### config.mk
export PLATFORM = sky130hd
export DESIGN_NAME = fp_normalize_seq
export DESIGN_NICKNAME = d
export VERILOG_FILES = /design/src/rtl/fp_normalize_seq.sv
export SDC_FILE = /design/constraint.sdc
export NUM_CORES = 1
export LEC_CHECK = 0
export CAP_MARGIN = 10
export CORE_ASPECT_RATIO = 1.2
export CORE_MARGIN = 4
export CORE_UTILIZATION = 45
export CTS_CLUSTER_DIAMETER = 150
export DETAILED_ROUTE_END_ITERATION = 6
export PLACE_DENSITY = 0.8
export SYNTH_ARGS = -nofsm -noshare
export SYNTH_HDL_FRONTEND = slang
export SYNTH_SLANG_ARGS = --single-unit
### constraint.sdc
create_clock -name clk -period 4.1 [get_ports clk]
set_clock_uncertainty 0.05 [all_clocks]
set_input_delay 1.23 -clock clk [delete_from_list [all_inputs] [get_ports clk]]
set_output_delay 1.23 -clock clk [all_outputs]
set_load 0.005 [all_outputs]
### src/rtl/fp_normalize_seq.sv
// ---------------------------------------------------------------------------
// fp_normalize_seq
//   Sequential post-add normalizer for a floating-point adder. Takes the raw
//   sum of two aligned significands (carry, hidden, fraction, guard, sticky)
//   and produces a packed sign/exponent/fraction result. It normalizes right
//   by one on carry-out, or left by one bit per cycle, then rounds to nearest
//   even. The result is handed off with a valid/ready handshake.
//
// Ports
//   clk           : clock, all state changes on the rising edge
//   reset         : synchronous active-high reset
//   in_valid      : an unnormalized sum is presented
//   in_ready      : block is idle and will accept a sum
//   in_sign       : sign of the sum
//   in_exp        : biased exponent of the aligned operands
//   in_sum        : [MAN_W+3] carry, [MAN_W+2] hidden, [MAN_W+1:2] fraction,
//                   [1] guard, [0] sticky
//   out_valid     : packed result is present
//   out_ready     : consumer accepts the result
//   out_sign      : result sign
//   out_exp       : result biased exponent
//   out_frac      : result stored fraction (hidden bit dropped)
//   out_zero      : result is exactly zero
//   out_overflow  : result is infinity because the exponent saturated
// ---------------------------------------------------------------------------
module fp_normalize_seq #(
  parameter int EXP_W = 8,
  parameter int MAN_W = 23
) (
  input  logic               clk,
  input  logic               reset,
  input  logic               in_valid,
  output logic               in_ready,
  input  logic               in_sign,
  input  logic [EXP_W-1:0]   in_exp,
  input  logic [MAN_W+3:0]   in_sum,
  output logic               out_valid,
  input  logic               out_ready,
  output logic               out_sign,
  output logic [EXP_W-1:0]   out_exp,
  output logic [MAN_W-1:0]   out_frac,
  output logic               out_zero,
  output logic               out_overflow
);

  localparam int SUM_W = MAN_W + 4;
  localparam int CNT_W = $clog2(MAN_W + 3);

  localparam logic [1:0] S_IDLE  = 2'd0;
  localparam logic [1:0] S_SHIFT = 2'd1;
  localparam logic [1:0] S_ROUND = 2'd2;
  localparam logic [1:0] S_DONE  = 2'd3;

  // Exponent math is carried one bit wider so an increment past all-ones is
  // visible instead of wrapping back to zero.
  localparam logic [EXP_W:0]   EXP_MAX   = {1'b0, {EXP_W{1'b1}}};
  localparam logic [EXP_W:0]   EXP_ONE   = {{EXP_W{1'b0}}, 1'b1};
  localparam logic [EXP_W:0]   EXP_ZERO  = {(EXP_W+1){1'b0}};
  localparam logic [CNT_W-1:0] SHIFT_MAX = CNT_W'(MAN_W + 2);

  // Round-to-nearest-even: round up when guard is set and either sticky or
  // the kept LSB is set (ties go to the even neighbour).
  function automatic logic rne_up(input logic lsb, input logic guard, input logic sticky);
    return guard & (sticky | lsb);
  endfunction

  logic [1:0]         r_state;
  logic               r_in_ready;
  logic               r_out_valid;
  logic               r_sign;
  logic [EXP_W:0]     r_exp;
  logic [SUM_W-1:0]   r_sum;
  logic [CNT_W-1:0]   r_cnt;
  logic               r_out_sign;
  logic [EXP_W-1:0]   r_out_exp;
  logic [MAN_W-1:0]   r_out_frac;
  logic               r_out_zero;
  logic               r_out_ovf;

  logic [1:0]         w_state_nxt;
  logic               w_in_zero;
  logic [EXP_W:0]     w_in_exp_inc;
  logic               w_in_sat;
  logic [SUM_W-1:0]   w_in_shr;
  logic [SUM_W-1:0]   w_shl;
  logic [EXP_W:0]     w_exp_dec;
  logic               w_shift_lim;
  logic               w_denorm_stop;
  logic               w_rnd_inc;
  logic [MAN_W+1:0]   w_rnd;
  logic [EXP_W:0]     w_res_exp;
  logic [MAN_W-1:0]   w_res_frac;
  logic               w_res_ovf;

  assign w_in_zero    = (in_sum == {SUM_W{1'b0}});
  assign w_in_exp_inc = {1'b0, in_exp} + EXP_ONE;
  assign w_in_sat     = (w_in_exp_inc >= EXP_MAX);
  // Right shift on carry-out: the old guard folds into the new sticky.
  assign w_in_shr     = {1'b0, in_sum[SUM_W-1:2], in_sum[1] | in_sum[0]};
  // Left shift: sticky stays in place, guard is refilled with zero.
  assign w_shl        = {r_sum[SUM_W-2:1], 1'b0, r_sum[0]};
  assign w_exp_dec    = r_exp - EXP_ONE;
  // The shift budget stops a sticky-only sum from shifting forever.
  assign w_shift_lim  = (r_cnt == SHIFT_MAX);
  assign w_denorm_stop = (r_exp <= EXP_ONE);
  assign w_rnd_inc    = rne_up(r_sum[2], r_sum[1], r_sum[0]);
  // Bit MAN_W+1 of w_rnd is the rounding carry, bit MAN_W the hidden bit.
  assign w_rnd        = {1'b0, r_sum[SUM_W-2:2]} + {{(MAN_W+1){1'b0}}, w_rnd_inc};

  // Rounding result: exponent adjust for a rounding carry or a denormal
  // that rounded up into the hidden bit.
  always_comb begin
    w_res_exp  = r_exp;
    w_res_frac = w_rnd[MAN_W-1:0];
    if (w_rnd[MAN_W+1]) begin
      w_res_exp  = r_exp + EXP_ONE;
      w_res_frac = {MAN_W{1'b0}};
    end else if ((r_exp == EXP_ZERO) && w_rnd[MAN_W]) begin
      w_res_exp  = EXP_ONE;
    end else begin
      w_res_exp  = r_exp;
    end
    w_res_ovf = (w_res_exp >= EXP_MAX);
  end

  // Next-state decode of the normalize/round sequencer.
  always_comb begin
    w_state_nxt = r_state;
    case (r_state)
      S_IDLE: begin
        if (in_valid) begin
          if (w_in_zero) begin
            w_state_nxt = S_DONE;
          end else if (in_sum[SUM_W-1]) begin
            w_state_nxt = w_in_sat ? S_DONE : S_ROUND;
          end else if (in_sum[SUM_W-2]) begin
            w_state_nxt = S_ROUND;
          end else begin
            w_state_nxt = S_SHIFT;
          end
        end else begin
          w_state_nxt = S_IDLE;
        end
      end
      S_SHIFT: begin
        if (w_denorm_stop || w_shift_lim) begin
          w_state_nxt = S_ROUND;
        end else if (w_shl[SUM_W-2]) begin
          w_state_nxt = S_ROUND;
        end else begin
          w_state_nxt = S_SHIFT;
        end
      end
      S_ROUND: w_state_nxt = S_DONE;
      S_DONE: begin
        if (out_ready) begin
          w_state_nxt = S_IDLE;
        end else begin
          w_state_nxt = S_DONE;
        end
      end
      default: w_state_nxt = S_IDLE;
    endcase
  end

  // State, handshake flags, working registers and registered result.
  always_ff @(posedge clk) begin
    if (reset) begin
      r_state     <= S_IDLE;
      r_in_ready  <= 1'b1;
      r_out_valid <= 1'b0;
      r_sign      <= 1'b0;
      r_exp       <= EXP_ZERO;
      r_sum       <= {SUM_W{1'b0}};
      r_cnt       <= {CNT_W{1'b0}};
      r_out_sign  <= 1'b0;
      r_out_exp   <= {EXP_W{1'b0}};
      r_out_frac  <= {MAN_W{1'b0}};
      r_out_zero  <= 1'b0;
      r_out_ovf   <= 1'b0;
    end else begin
      r_state     <= w_state_nxt;
      r_in_ready  <= (w_state_nxt == S_IDLE);
      r_out_valid <= (w_state_nxt == S_DONE);
      case (r_state)
        S_IDLE: begin
          if (in_valid) begin
            r_sign <= in_sign;
            r_cnt  <= {CNT_W{1'b0}};
            if (w_in_zero) begin
              r_sum      <= {SUM_W{1'b0}};
              r_exp      <= EXP_ZERO;
              r_out_sign <= in_sign;
              r_out_exp  <= {EXP_W{1'b0}};
              r_out_frac <= {MAN_W{1'b0}};
              r_out_zero <= 1'b1;
              r_out_ovf  <= 1'b0;
            end else if (in_sum[SUM_W-1]) begin
              r_sum <= w_in_shr;
              r_exp <= w_in_exp_inc;
              if (w_in_sat) begin
                r_out_sign <= in_sign;
                r_out_exp  <= {EXP_W{1'b1}};
                r_out_frac <= {MAN_W{1'b0}};
                r_out_zero <= 1'b0;
                r_out_ovf  <= 1'b1;
              end else begin
                r_out_ovf  <= 1'b0;
              end
            end else begin
              r_sum <= in_sum;
              r_exp <= {1'b0, in_exp};
            end
          end else begin
            r_cnt <= r_cnt;
          end
        end
        S_SHIFT: begin
          if (w_denorm_stop) begin
            // Already at the minimum exponent: becomes a denormal unshifted.
            r_exp <= EXP_ZERO;
          end else if (w_shift_lim) begin
            r_exp <= r_exp;
          end else begin
            r_sum <= w_shl;
            r_exp <= w_exp_dec;
            r_cnt <= r_cnt + {{(CNT_W-1){1'b0}}, 1'b1};
          end
        end
        S_ROUND: begin
          r_out_sign <= r_sign;
          if (w_res_ovf) begin
            r_out_exp  <= {EXP_W{1'b1}};
            r_out_frac <= {MAN_W{1'b0}};
            r_out_zero <= 1'b0;
            r_out_ovf  <= 1'b1;
          end else begin
            r_out_exp  <= w_res_exp[EXP_W-1:0];
            r_out_frac <= w_res_frac;
            r_out_zero <= (w_res_exp == EXP_ZERO) && (w_res_frac == {MAN_W{1'b0}});
            r_out_ovf  <= 1'b0;
          end
        end
        S_DONE: begin
          if (out_ready) begin
            r_out_sign <= 1'b0;
            r_out_exp  <= {EXP_W{1'b0}};
            r_out_frac <= {MAN_W{1'b0}};
            r_out_zero <= 1'b0;
            r_out_ovf  <= 1'b0;
          end else begin
            r_out_ovf  <= r_out_ovf;
          end
        end
        default: begin
          r_sum <= {SUM_W{1'b0}};
        end
      endcase
    end
  end

  assign in_ready     = r_in_ready;
  assign out_valid    = r_out_valid;
  assign out_sign     = r_out_sign;
  assign out_exp      = r_out_exp;
  assign out_frac     = r_out_frac;
  assign out_zero     = r_out_zero;
  assign out_overflow = r_out_ovf;

endmodule

* After elaboration in Yosys (flattened, before gate mapping)
Index checks and enable logic that the tools add are counted.
** Word-level totals
- RAM bits :: 0
- Bits in read-only memories :: 0
- Input port bits :: 40
- Memories kept :: 0
- Output and inout bits :: 36
- Flip-flop bits (word level) :: 79
- Logic and storage cells :: 114
- Bits in latches :: 0
** Operators by class
- Div/mod/pow operators :: 0
- Magnitude comparators :: 3
- Shifts and indexed selects :: 0
- Add/sub/neg operators :: 5
- Bitwise gates (word level) :: 4
- $mul :: 0
- Reductions and logical operators :: 17
- Muxes and demuxes :: 60
- Eq/ne operators :: 12
** Operators with widths (count)
- 2-to-1 mux 23 bit :: 7
- 2-to-1 mux 26 bit :: 5
- case mux 23 bit (3 select lines) :: 1
- 2-to-1 mux 9 bit :: 7
- case mux 26 bit (2 select lines) :: 1
- 2-to-1 mux 8 bit :: 6
- logical NOT 27 bit :: 1
- adder 24 x 1 -> 25 bit :: 1
- case mux 8 bit (3 select lines) :: 1
- logical NOT 23 bit :: 1
- >= comparator 9 x 8 -> 1 bit, second input constant :: 2
- logical NOT 9 bit :: 2
- case mux 9 bit (2 select lines) :: 1
- 2-to-1 mux 1 bit :: 16
- 2-to-1 mux 5 bit :: 3
- 2-to-1 mux 2 bit :: 7
- case mux 5 bit (2 select lines) :: 1
- adder 8 x 1 -> 9 bit, second input constant :: 1
- adder 9 x 1 -> 9 bit, second input constant :: 1
- <= comparator 9 x 1 -> 1 bit, second input constant :: 1
- != test 3 bit, second input constant :: 3
- case mux 1 bit (3 select lines) :: 3
- subtractor 9 x 1 -> 9 bit, second input constant :: 1
- != test 2 bit, second input constant :: 4
- other kinds (17) :: 24

* Logic depth before layout (Yosys ltp)
- Depth after elaboration :: 10
- Depth in mapped cells :: 12

* Least setup slack after synthesis
OpenSTA, ideal clock, no wires.
- Kind :: in2reg
- Start point :: input port in_exp[0]
- End point :: register r_out_frac[12] (netlist: out_frac[12])
- Arrival time :: 3.163 ns
- Data required time :: 3.980 ns
- Stages :: 11
- Setup time :: 0.070 ns
- Path slack :: 0.817 ns
- Path buffers :: 1
- Cell sequence :: inv_1 -> ha_1 -> o21bai_1 -> a21o_1 -> a22o_1 -> a22oi_1 -> nor3b_1 -> o31a_1 -> nor2_1 -> clkbuf_1 -> o2bb2ai_1
** On the way
- Cells in the longest elaborated chain, start to end :: 4
** RTL lines
- start: declaration :: line 35 : input logic [EXP_W-1:0] in_exp,
- adder 8 x 1 -> 9 bit :: line 96 : assign w_in_exp_inc = {1'b0, in_exp} + EXP_ONE;
- >= comparator 9 x 8 -> 1 bit :: line 97 : assign w_in_sat = (w_in_exp_inc >= EXP_MAX);
- != test 3 bit (no source line)
- AND reduction 5 bit (no source line)
- end signal: assignment :: line 178 : r_out_frac <= {MAN_W{1'b0}};
- end signal: assignment :: line 195 : r_out_frac <= {MAN_W{1'b0}};
- end signal: assignment :: line 204 : r_out_frac <= {MAN_W{1'b0}};
- end: declaration :: line 76 : logic [MAN_W-1:0] r_out_frac;
No other way between the ends.
A chain may end at the register's enable or synchronous reset.

* Worst setup path after layout
- Start point :: input port in_exp[0]
- End point :: register r_out_frac[1] (netlist: out_frac[1])
Same word-level chain as after synthesis.

==> results.toml <==
[setup_path]
setup.worst_path.class = "in -> reg"
endpoint_kind = "register"
required_ns = 4.29
arrival_ns = 3.85
crit_path_max_fanout = 23
start_kind = "input pin"

[finish]
layout.cells.non_filler = 861
drive_above_1_share_pct = 7.50
antenna-diode-count = 0
syn_to_final_growth_pct = 22.5
stdcell_area_um2 = 6350
mostFrequentLayoutCell = "nor2_1"
final_nets = 750
layout_common_cells = "nor2_1 (103), dfxtp_1 (79), clkdlybuf4s50_1 (74)"

[clock_network]
cts_resized = 0
root_buffer = "clkbuf_16"
postCtsSetupBuffers = 0
cts_sinks = 79
cts_tree = "done"
clk_path_buf_depth = 2
hold_buffers = 0
htree_levels = 3
clock_latency_ns = 0.34
cts_made_buffers = 9
clk_pin_slew_ns = 0.06

[synth]
netlist_area_um2 = 5180
synth_nets = 706
synth_area_per_cell_um2 = 7.88
synth_adder_area_share_pct = 1.93
synthMuxAreaShare_pct = 5.89
synth_top_family_by_area = "simple AND/OR/NAND/NOR gates"
ys_seq_area_share_pct = 30.5
synth-compound-area-share_pct = 22.3
yosysWarningCount = 0
synth_edf_count = 0
synth-async-reset-ratio_pct = 0
synth_cell_types = 63
synth_xor_area_share_pct = 7.43
synth_simple_gate_area_share_pct = 26.0
ys.flop_type = "dfxtp_1"
syn_inst = 658
synth_seq_cells = 79

[floorplan]
die_w_um = 106
start_util_pct = 46.5
die_y_um = 126
core_um2 = 11100
ios = 76
rows = 42
dieArea_um2 = 13300

[global_route]
grt_max_degree = 51
antenna_found_initial = 0
grt_pass1_wl_um = 23500
grt-ovfl-total = 0
grt_pass1_vias = 4784
grt_usage_pct = 21.4

[routing]
antenna_left = 0
drt-vias-per-instance = 5.95
via_count = 5119
first_iter_violations = 328
drc = 0
drtPass1Iterations = 5
routed_wl_um = 14200
avgRoutedWirePerCell_um = 16.5

[sta]
rsz0062_at_grt = "false"
max-slew-margin-rel_pct = 55.9
slew_viol_final = 0
setup_tns_ns = 0
fin_hold_ws_ns = 0.409
tightest_slew_ns = 0.660
hold_viol = 0
setup_viol = 0
fmax_ghz = 0.273
finalCriticalPeriod_ns = 3.67
finalCritPeriodShare_pct = 89.5

[place]
gp_congestion = 0.934
dpl_cell_area_um2 = 6000
port_buffers = 75
placedCellCount = 845
hpwl_um = 10600

[status]
status = "completed"

[pwr]
p_per_area_nw_per_um2 = 501
p_leak_nw = 2.32
irDropWorstVdd_uv = 215

[min_path]
holdCritPathClass = "reg -> reg"

[run]
drv_cap = 0
[cells by family after synthesis]
logic type	Yosys count
AO/OA/AOI/OAI	167
XOR/XNOR	44
adder cells (fa/ha/maj)	8
buffers and inverters	70
flip-flops	79
multiplexers	30
AND/OR/NAND/NOR	260
[Yosys cell counts, types with 16 or more instances]
cell type / count / area (um2)
o21ai_0: 21 / 105
nand3_1: 22 / 110
nand4_1: 17 / 106
nand2_1: 34 / 128
clkbuf_1: 38 / 143
o2bb2ai_1: 23 / 201
a21oi_1: 41 / 205
nor3_1: 20 / 100
xor2_1: 16 / 140
xnor2_1: 28 / 245
mux2i_1: 26 / 260
nor2_1: 104 / 390
a211oi_1: 29 / 218
dfxtp_1: 79 / 1580
[worst max-delay path, stage by stage]
cell,delay (ns)
clkdlybuf4s50_1,0.59
inv_1,0.08
ha_1,0.31
o21bai_1,0.23
a21o_1,0.15
a22o_1,0.13
a22oi_1,0.09
nor3b_1,0.32
o31a_1,0.22
nor2_1,0.08
buf_12,0.20
a22o_1,0.23
[area by class of cell]
type | instances | area [um2]
flip-flops and latches | 79 | 1580
repair buffers | 91 | 878
multi-input cells | 509 | 3300
well taps | 154 | 193
inverters | 12 | 45.0
clock inverters | 6 | 116
fillers | 1044 | 4790
clock buffers | 10 | 239
[metrics by stage]
| step | utilization, % | setup WS (ns) | total power, mW |
|---|---|---|---|
| floorplan | - | 0.817 | 1.89 |
| global placement | 53.8 | 0.251 | 2.18 |
| detailed placement | 53.8 | 0.0865 | 2.23 |
| CTS | 57.0 | 0.453 | 3.18 |
| global route | 57.0 | 0.267 | 3.37 |
| finish | 57.0 | 0.432 | 3.18 |
[metal layers]
layer	up-vias	track usage, %	wire, um
li1	2494	-	-
met1	2443	27.1	6080
met2	160	36.5	7030
met3	22	3.35	777
met4	0	8.08	286
met5	-	0	0
[where the power goes]
part | switching [mW] | internal (mW) | total (mW)
logic | 0.608 | 0.491 | 1.10
clock network | 0.332 | 0.616 | 0.948
registers | 0.240 | 0.899 | 1.14
total | 1.18 | 2.00 | 3.18
[sequential cells by signal, indices dropped and copies added, names as in the netlist]
signal and flops:
out_zero 1, r_exp 9, out_overflow 1, r_state 2
out_valid 1, out_sign 1, r_sign 1, r_sum 26
r_cnt 5, out_frac 23, out_exp 8, in_ready 1
[worst paths after layout]
check | from | to | slack [ns] | cells past startpoint
worst max-delay path | in_exp[0] | out_frac[1]$_SDFFE_PP0P_ | 0.43 | 12
worst min-delay path | out_frac[21]$_SDFFE_PP0P_ | out_frac[21]$_SDFFE_PP0P_ | 0.41 | 1
worst max register to register | r_sum[1]$_SDFFE_PP0P_ | out_frac[12]$_SDFFE_PP0P_ | 0.77 | 11
worst min register to register | out_frac[21]$_SDFFE_PP0P_ | out_frac[21]$_SDFFE_PP0P_ | 0.41 | 1
No activity file was read; power rests on OpenSTA's default activity.
